--- src/rtl/fb_sched_pkg.sv ---
// Shared types and constants for the framebuffer scan-out scheduler.
package fb_sched_pkg;

  typedef enum logic [1:0] {
    IDLE       = 2'd0,
    WAIT_FRAME = 2'd1,
    ISSUE      = 2'd2,
    DRAIN      = 2'd3
  } sched_state_t;

  localparam int unsigned FB_ADDR_W         = 22;
  localparam int unsigned FB_DEFAULT_CHUNKS = 115200;

  function automatic logic [7:0] sat_inc8(input logic [7:0] v);
    return (v == 8'hFF) ? v : v + 8'd1;
  endfunction

endpackage

--- src/rtl/fb_credit_counter.sv ---
// Up/down credit counter: simultaneous inc/dec cancel, decrement ignored at zero,
// increment ignored at MAX_COUNT unless a decrement happens in the same cycle.
module fb_credit_counter #(
  parameter int unsigned MAX_COUNT = 16,
  parameter int unsigned CNT_W     = $clog2(MAX_COUNT + 1)
) (
  input  logic             clk,
  input  logic             rst_n,
  input  logic             inc,
  input  logic             dec,
  output logic [CNT_W-1:0] count_out,
  output logic [CNT_W-1:0] count_next_out,
  output logic             full_out,
  output logic             empty_out
);
  import fb_sched_pkg::*;

  logic [CNT_W-1:0] count_q, count_d;
  logic             inc_ok_s, dec_ok_s;

  // Next count with underflow/overflow guards
  always_comb begin
    count_d  = count_q;
    dec_ok_s = dec & (count_q != {CNT_W{1'b0}});
    inc_ok_s = inc & ((count_q != CNT_W'(MAX_COUNT)) | dec_ok_s);
    case ({inc_ok_s, dec_ok_s})
      2'b10:   count_d = count_q + CNT_W'(1);
      2'b01:   count_d = count_q - CNT_W'(1);
      default: count_d = count_q;
    endcase
  end

  // Count register
  always_ff @(posedge clk or negedge rst_n) begin
    if (!rst_n) count_q <= {CNT_W{1'b0}};
    else        count_q <= count_d;
  end

  assign count_out      = count_q;
  assign count_next_out = count_d;
  assign full_out       = (count_q == CNT_W'(MAX_COUNT));
  assign empty_out      = (count_q == {CNT_W{1'b0}});

endmodule

--- src/rtl/fb_scanout_scheduler.sv ---
// Double-buffered framebuffer scan-out read scheduler with outstanding-read credits.
// Optional macro FB_SCANOUT_STATS_EN builds the saturating dropped-frame-start counter.
module fb_scanout_scheduler
  import fb_sched_pkg::*;
#(
  parameter int unsigned CHUNKS_PER_FRAME = FB_DEFAULT_CHUNKS,
  parameter int unsigned MAX_OUTSTANDING  = 16
) (
  input  logic                 clk_ui,
  input  logic                 rst_ui_n,
  input  logic                 calib_done_in,
  input  logic                 frame_start_in,
  input  logic                 swap_req_in,
  output logic                 ar_valid_out,
  input  logic                 ar_ready_in,
  output logic [FB_ADDR_W-1:0] ar_addr_out,
  input  logic                 r_beat_in,
  output logic                 last_chunk_out,
  output logic                 read_buf_out,
  output logic                 frame_done_out,
  output logic                 busy_out,
  output logic [7:0]           drop_count_out
);

  localparam int unsigned CNT_W = $clog2(CHUNKS_PER_FRAME + 1);
  localparam int unsigned OUT_W = $clog2(MAX_OUTSTANDING + 1);
  localparam logic [CNT_W-1:0] CHUNKS_C = CNT_W'(CHUNKS_PER_FRAME);
  localparam logic [CNT_W-1:0] LAST_C   = CNT_W'(CHUNKS_PER_FRAME - 1);
  localparam logic [OUT_W-1:0] MAX_C    = OUT_W'(MAX_OUTSTANDING);

  sched_state_t     state_q, state_d;
  logic [CNT_W-1:0] issued_q, issued_d, returned_q, returned_d;
  logic             ar_valid_q, ar_valid_d, read_buf_q, read_buf_d;
  logic             swap_pending_q, swap_pending_d;
  logic             frame_done_q, frame_done_d, last_chunk_q, last_chunk_d;
  logic             busy_q, busy_d;
  logic             busy_s, hs_s, beat_ok_s, credit_inc_s;
  logic [OUT_W-1:0] credit_count_s, credit_next_s;
  logic             credit_full_s, credit_empty_s;

  assign busy_s       = (state_q == ISSUE) | (state_q == DRAIN);
  assign hs_s         = ar_valid_q & ar_ready_in;
  assign credit_inc_s = hs_s & ~credit_full_s;
  // Beats outside a frame or with nothing outstanding are stray and dropped
  assign beat_ok_s    = r_beat_in & busy_s & ~credit_empty_s;

  fb_credit_counter #(
    .MAX_COUNT (MAX_OUTSTANDING),
    .CNT_W     (OUT_W)
  ) u_credit (
    .clk            (clk_ui),
    .rst_n          (rst_ui_n),
    .inc            (credit_inc_s),
    .dec            (beat_ok_s),
    .count_out      (credit_count_s),
    .count_next_out (credit_next_s),
    .full_out       (credit_full_s),
    .empty_out      (credit_empty_s)
  );

  // Next-state, frame counters, buffer select and registered output values
  always_comb begin
    state_d        = state_q;
    issued_d       = issued_q;
    returned_d     = returned_q;
    read_buf_d     = read_buf_q;
    swap_pending_d = swap_pending_q | swap_req_in;
    frame_done_d   = 1'b0;
    case (state_q)
      IDLE: begin
        if (calib_done_in) state_d = WAIT_FRAME;
        else               state_d = IDLE;
      end
      WAIT_FRAME: begin
        if (frame_start_in) begin
          state_d    = ISSUE;
          issued_d   = {CNT_W{1'b0}};
          returned_d = {CNT_W{1'b0}};
          // A swap arriving with the start applies to this frame
          if (swap_pending_d) begin
            read_buf_d     = ~read_buf_q;
            swap_pending_d = 1'b0;
          end else begin
            read_buf_d = read_buf_q;
          end
        end else begin
          state_d = WAIT_FRAME;
        end
      end
      ISSUE: begin
        issued_d   = issued_q + CNT_W'(hs_s);
        returned_d = returned_q + CNT_W'(beat_ok_s);
        if (issued_d == CHUNKS_C) state_d = DRAIN;
        else                      state_d = ISSUE;
      end
      DRAIN: begin
        returned_d = returned_q + CNT_W'(beat_ok_s);
        if (returned_d == CHUNKS_C) begin
          frame_done_d = 1'b1;
          state_d      = WAIT_FRAME;
        end else begin
          state_d = DRAIN;
        end
      end
      default: state_d = IDLE;
    endcase
    busy_d       = (state_d == ISSUE) | (state_d == DRAIN);
    last_chunk_d = busy_d & (returned_d == LAST_C);
    ar_valid_d   = (state_d == ISSUE) & (issued_d < CHUNKS_C) & (credit_next_s < MAX_C);
  end

  // State and output registers
  always_ff @(posedge clk_ui or negedge rst_ui_n) begin
    if (!rst_ui_n) begin
      state_q        <= IDLE;
      issued_q       <= {CNT_W{1'b0}};
      returned_q     <= {CNT_W{1'b0}};
      ar_valid_q     <= 1'b0;
      read_buf_q     <= 1'b0;
      swap_pending_q <= 1'b0;
      frame_done_q   <= 1'b0;
      last_chunk_q   <= 1'b0;
      busy_q         <= 1'b0;
    end else begin
      state_q        <= state_d;
      issued_q       <= issued_d;
      returned_q     <= returned_d;
      ar_valid_q     <= ar_valid_d;
      read_buf_q     <= read_buf_d;
      swap_pending_q <= swap_pending_d;
      frame_done_q   <= frame_done_d;
      last_chunk_q   <= last_chunk_d;
      busy_q         <= busy_d;
    end
  end

  if (CNT_W >= FB_ADDR_W) begin : g_addr_trunc
    assign ar_addr_out = issued_q[FB_ADDR_W-1:0];
  end else begin : g_addr_ext
    assign ar_addr_out = {{(FB_ADDR_W-CNT_W){1'b0}}, issued_q};
  end

  assign ar_valid_out   = ar_valid_q;
  assign read_buf_out   = read_buf_q;
  assign frame_done_out = frame_done_q;
  assign last_chunk_out = last_chunk_q;
  assign busy_out       = busy_q;

`ifdef FB_SCANOUT_STATS_EN
  logic [7:0] drop_q, drop_d;

  // Count frame starts that arrive while a frame is in flight
  always_comb begin
    if (frame_start_in & busy_s) drop_d = sat_inc8(drop_q);
    else                         drop_d = drop_q;
  end

  // Drop counter register
  always_ff @(posedge clk_ui or negedge rst_ui_n) begin
    if (!rst_ui_n) drop_q <= 8'd0;
    else           drop_q <= drop_d;
  end

  assign drop_count_out = drop_q;
`else
  assign drop_count_out = 8'd0;
`endif

endmodule

--- config.mk ---
export PLATFORM = sky130hd
export DESIGN_NAME = fb_scanout_scheduler
export DESIGN_NICKNAME = d
export VERILOG_FILES = /design/src/rtl/fb_sched_pkg.sv /design/src/rtl/fb_credit_counter.sv /design/src/rtl/fb_scanout_scheduler.sv
export SDC_FILE = /design/constraint.sdc
export NUM_CORES = 1
export LEC_CHECK = 0
export ABC_CLOCK_PERIOD_IN_PS = 3800
export BUFFER_PORTS_ARGS = -buffer_cell sky130_fd_sc_hd__buf_2
export CORE_MARGIN = 2
export CORE_UTILIZATION = 53
export DETAILED_ROUTE_END_ITERATION = 10
export GPL_TIMING_DRIVEN = 0
export PLACE_DENSITY = 0.77
export SYNTH_ARGS = -nofsm -noshare
export SYNTH_HDL_FRONTEND = slang
export SYNTH_SLANG_ARGS = --single-unit
--- constraint.sdc ---
create_clock -name clk_ui -period 3.8 [get_ports clk_ui]
set_input_delay 0.76 -clock clk_ui [delete_from_list [all_inputs] [get_ports clk_ui]]
set_output_delay 0.76 -clock clk_ui [all_outputs]
set_load 0.01 [all_outputs]
# == Word-level counts from Yosys, hierarchy flattened ==
# Index checks and enable logic that the tools add are counted.
# classes
addsub,4
magnitude_cmp,2
reduce_logical,5
bitwise,16
muxes,14
n_eq_ne,12
# ops
operator,count
$pmux W17 S2,2
$eq A17 B17 Y1 const B,3
$add A17 B1 Y17,2
$mux W17,2
$lt A17 B17 Y1 const B,1
$eq A2 B2 Y1 const B,5
$pmux W5 S2,1
$and A1 B1 Y1,9
$pmux W2 S4,1
$mux W1,6
$add A5 B1 Y5 const B,1
$eq A5 B5 Y1 const B,1
$logic_not A5 Y1,1
$lt A5 B5 Y1 const B,1
$ne A5 B5 Y1 const B,1
$reduce_bool A5 Y1,1
$sub A5 B1 Y5 const B,1
$eq A2 B1 Y1 const B,2
$mux W2,2
$or A1 B1 Y1,4
$not A1 Y1,3
$reduce_and A3 Y1,1
$logic_not A2 Y1,1
$reduce_or A2 Y1,1
# totals
reg_bits,47

# == Depth between registers and ports, before layout ==
# depth
depth_word,11
ltp_mapped,14
depth_no_buf,13

# == By module ==
# Synthesis repeated with hierarchy kept, for this count alone.
# hier_totals
cells_unflattened,401
area_unflattened_um2,3372.0
# by_module_without_submodules
module,n_inst,area_per_inst_um2,seq_area_each_um2,cells_per_inst
fb_scanout_scheduler,1,2935.3,1026.0,355
fb_credit_counter,1,436.7,125.1,46

# == Least setup slack after synthesis ==
# OpenSTA, ideal clock, no wires.
# synth_timing
path_kind,flip-flop to flip-flop
startpoint,reg state_q[0]
endpoint,reg ar_valid_q (netlist: ar_valid_out)
setup_slack_ns,-0.062
t_required_ns,3.679
stages_incl_launch_ff,15
arrival_time_ns,3.741
cell_sequence,dfrtp_1 -> inv_1 -> ha_1 -> o21ai_0 -> a21oi_1 -> ha_1 -> ha_1 -> buf_4 -> nand4_4 -> or4_4 -> a2111oi_2 -> o32ai_1 -> or4b_4 -> a221oi_4 -> and4b_1
# synth_via
elab_chain_len,11
word_cells_on_any_way,23
classes_between,add/sub: 1; order compare: 2; eq/ne: 7; mux: 4; bitwise: 8; reduce/logical: 1
# synth_rtl
item,line_no,text
"start, declared",fb_scanout_scheduler.sv:31,"sched_state_t state_q, state_d;"
"start signal, assigned",fb_scanout_scheduler.sv:125,state_q <= state_d;
$eq A2 B2 Y1,"fb_scanout_scheduler.sv:41, fb_scanout_scheduler.sv:69",
$or A1 B1 Y1,fb_scanout_scheduler.sv:41,assign busy_s = (state_q == ISSUE) | (state_q == DRAIN);
$and A1 B1 Y1 (2 in a row),fb_scanout_scheduler.sv:45,assign beat_ok_s = r_beat_in & busy_s & ~credit_empty_s;
$add A17 B1 Y17 or $and A1 B1 Y1 (tied branches),"fb_scanout_scheduler.sv:97, fb_credit_counter.sv:24",
$eq A17 B17 Y1 or $or A1 B1 Y1 (tied branches),"fb_scanout_scheduler.sv:98, fb_credit_counter.sv:25",
$mux W2 or $and A1 B1 Y1 (tied branches),"fb_scanout_scheduler.sv:98, fb_credit_counter.sv:25",
$pmux W2 S4 (tied with other cells),fb_scanout_scheduler.sv:69,case (state_q)
$eq A2 B2 Y1 or $pmux W5 S2 (tied branches),"fb_scanout_scheduler.sv:109, fb_credit_counter.sv:26",
$and A1 B1 Y1 or $lt A5 B5 Y1 (tied branches),fb_scanout_scheduler.sv:109,ar_valid_d = (state_d == ISSUE) & (issued_d < CHUNKS_C) & (credit_next_s < MAX_C);
$and A1 B1 Y1 *,fb_scanout_scheduler.sv:109,
named net ar_valid_d,fb_scanout_scheduler.sv:33,"logic ar_valid_q, ar_valid_d, read_buf_q, read_buf_d;"
"end signal, assigned",fb_scanout_scheduler.sv:128,ar_valid_q <= ar_valid_d;
"end, declared",fb_scanout_scheduler.sv:33,
# Mark *: on every way through the listed nets, which the timed path passes. The rest lies on a longest branch.
# A chain may end at the register's enable or synchronous reset.

# == Final worst setup path ==
# Same ends and word-level chain as after synthesis.

==> flow_metrics.py <==
metrics = {
    "clock_network": {
        "cts_buffer_depth": 2,
        "clkSlewWorstSetupHoldPaths_ns": 0.09,
        "numCtsBuffers": 5,
        "root_buffer": "clkbuf_8",
        "cts_hold_buf": 0,
        "clk-insertion-delay-late_ns": 0.30,
        "cts_htree_levels": 2,
        "cts_tree": "yes",
        "cts_sinks": 47,
    },
    "hold_path": {
        "min_path_type": "reg2reg",
    },
    "route": {
        "detailroute.via_count": 3164,
        "totalWireLength_um": 8230,
        "routedWlPerCell_um": 15.9,
        "wl_met1_um": 3420,
        "met3WireLength_um": 517,
        "ant_nets": 0,
        "firstDrtPassIters": 5,
        "maxUsedRoutingLayer": "met4",
        "drtIter0Drc": 206,
        "dr_wl_met2_um": 4140,
        "viasPerCell": 6.11,
        "drc": 0,
    },
    "synth": {
        "synth_edf_count": 0,
        "postSynthRegisterBits": 47,
        "synth_cell_types": 62,
        "ys_seq_area_frac": 0.352,
        "synthFlopType": "dfrtp_1",
        "synth.avg_cell_area_um2": 8.58,
        "ys_warn_count": 0,
        "async_flop_share": 1.00,
        "syn_inst": 390,
        "netlist_area_um2": 3340,
    },
    "power": {
        "p_per_area_nw_per_um2": 405,
        "ir_drop_uv": 252,
        "power_mw": 1.55,
        "p_leak_nw": 1.67,
    },
    "worst_setup_path": {
        "criticalPathCategory": "reg2reg",
        "setup.worst_path.start_class": "register",
        "worstSetupEndpointType": "register",
        "crit_required_ns": 4.00,
        "arrival_ns": 3.88,
        "crit_fanout": 9,
    },
    "global_routing": {
        "grt_util_all_layers": 0.242,
        "grt_pass1_wl_um": 14100,
        "overflow": 0,
        "grt_max_degree": 48,
        "first_global_vias": 3018,
        "antenna_found_initial": 0,
    },
    "placed_design": {
        "dp.cells": 505,
        "gp_congestion": 0.889,
        "dpl_cell_area_um2": 3630,
        "port_buffers": 28,
        "post-dp-hpwl_um": 5810,
    },
    "floorplan": {
        "io_pins": 42,
        "die-area_um2": 6960,
        "start_util": 0.555,
        "rows": 28,
        "die_w_um": 83.4,
        "fp.dieH_um": 83.4,
        "core_um2": 6030,
    },
    "finish": {
        "areaGrowthSynthToFinish_pct": 14.3,
        "fin_cells": 518,
        "antenna_cells_inserted": 0,
        "nFillCells": 543,
        "drive_gt1_frac": 0.187,
        "final_util": 0.635,
        "register_area_um2": 1180,
        "multi_input_area_um2": 2030,
        "nNetsFinal": 462,
        "design_area_um2": 3820,
    },
    "timing": {
        "fin_crit_ns": 3.68,
        "finalSetupTns_ns": 0,
        "min_period_over_period": 0.968,
        "worst_pin_slew_ns": 1.07,
        "setup_viol": 0,
        "fmax_mhz": 272,
        "relSlewSlack": 0.289,
        "finClkSkew_ns": 0.0136,
        "slew_viol_final": 0,
        "finalHoldViolCount": 0,
    },
    "run_status": {
        "status": "finished clean",
    },
    "run": {
        "cap_viol_max_count": 0,
    },
}
[per-layer routing]
layer  global-route usage  vias to the layer above
met5                    0                        -
met4               0.0601                        0
met3               0.0388                       20
met2                0.430                      117
met1                0.309                     1490
li1                     -                     1537
[per-stage QoR]
| stage | hold slack (ns) | setup slack [ns] |
|---|---|---|
| detailed placement | 0.462 | -0.345 |
| global route | 0.524 | -0.0403 |
| global placement | 0.457 | -0.303 |
| CTS | 0.474 | 0.0272 |
| finish | 0.468 | 0.121 |
| floorplan | 0.464 | 0.0201 |
[cell type report]
class	instances	area share
buffer	36	0.0569
timing repair buffer	34	0.0484
sequential	47	0.308
multi-input combinational	308	0.531
clock buffer	7	0.0200
inverter	10	0.00982
tap	75	0.0245
clock inverter	1	0.00131
[final timing paths]
check,start,to,slack [ns],cells after the start
min in group asynchronous,rst_ui_n,issued_q[4],0.64,1
max,state_q[0],ar_valid_out,0.12,15
max reg2reg,state_q[0],ar_valid_out,0.12,15
max in group asynchronous,rst_ui_n,state_q[1],2.43,1
min reg2reg,read_buf_out,read_buf_out,0.47,1
min,read_buf_out,read_buf_out,0.47,1
[synthesized netlist by cell type (4+ instances only)]
| cell | n | area, um2 |
|---|---|---|
| ha_1 | 12 | 150 |
| nor4_1 | 10 | 62.6 |
| o31ai_1 | 7 | 52.6 |
| nand4_1 | 11 | 68.8 |
| or4_1 | 4 | 30.0 |
| nand3_1 | 16 | 80.1 |
| nor2_1 | 22 | 82.6 |
| buf_4 | 15 | 113 |
| nor3_1 | 11 | 55.1 |
| a31oi_1 | 14 | 87.6 |
| and3_1 | 7 | 43.8 |
| inv_1 | 10 | 37.5 |
| a22o_1 | 4 | 35.0 |
| a21oi_1 | 18 | 90.1 |
| dfrtp_1 | 47 | 1180 |
| o21ai_0 | 42 | 210 |
| clkbuf_1 | 16 | 60.1 |
| nand2b_1 | 5 | 31.3 |
| xnor2_1 | 10 | 87.6 |
| nand2_1 | 39 | 146 |
[worst max-delay path, stage by stage, from the launching register on]
cell and delay [ns]:
dfrtp_1 0.44, inv_2 0.08, ha_4 0.16, o21ai_1 0.16, a21oi_2 0.07, ha_2 0.20, ha_2 0.17, buf_6 0.12
buf_4 0.16, a211o_1 0.29, nand2_1 0.05, a31oi_1 0.07, or4_1 0.52, or4b_4 0.56, a221oi_4 0.29, and4b_1 0.23
[power breakdown]
group	internal (mW)	switching (mW)	leakage (nW)
clock	0.130	0.166	0.0422
combinational	0.247	0.392	0.997
sequential	0.554	0.0601	0.635
[flip-flops by register name, indices dropped and copies added (netlist names)]
name                cells
state_q                 2
u_credit.count_out      5
returned_q             17
issued_q               17
last_chunk_out          1
ar_valid_out            1
busy_out                1
read_buf_out            1
frame_done_out          1
swap_pending_q          1
[logic make-up (layout without fill, tap and decap cells)]
kind of cell / Yosys count / in the layout / share of synthesized area
xor+xnor: 13 / 13 / 0.0340
other cells: 1 / 13 / 0.00112
compound gates: 111 / 111 / 0.214
fa+ha+maj: 13 / 13 / 0.0509
mux: 4 / 4 / 0.0131
simple gates: 154 / 154 / 0.259
buf+inv: 47 / 88 / 0.0763
flops: 47 / 47 / 0.352
[placed cells by master (no fill, tap or decap), types with 4 or more instances in the layout]
cell type and instances:
dfrtp_1 45, o31ai_1 7, inv_1 9, clkbuf_8 5
nand4_1 11, o21ai_0 41, a21oi_1 17, nand2_1 39
conb_1 13, nor2_1 21, and3_1 7, buf_4 20
a22o_1 4, nor3_1 11, or4_1 4, a31oi_1 14
nand2b_1 5, nand3_1 16, ha_1 8, clkbuf_1 17
buf_2 31, xnor2_1 10, nor4_1 9
[repair_timing]
| item | in CTS | in global routing |
|---|---|---|
| buffers inserted | 6 | 0 |
| gates resized for setup | 8 | 7 |
| setup endpoints to repair | 4 | 4 |
| pin swaps | 5 | 3 |
No activity file was read; power rests on OpenSTA's default activity.
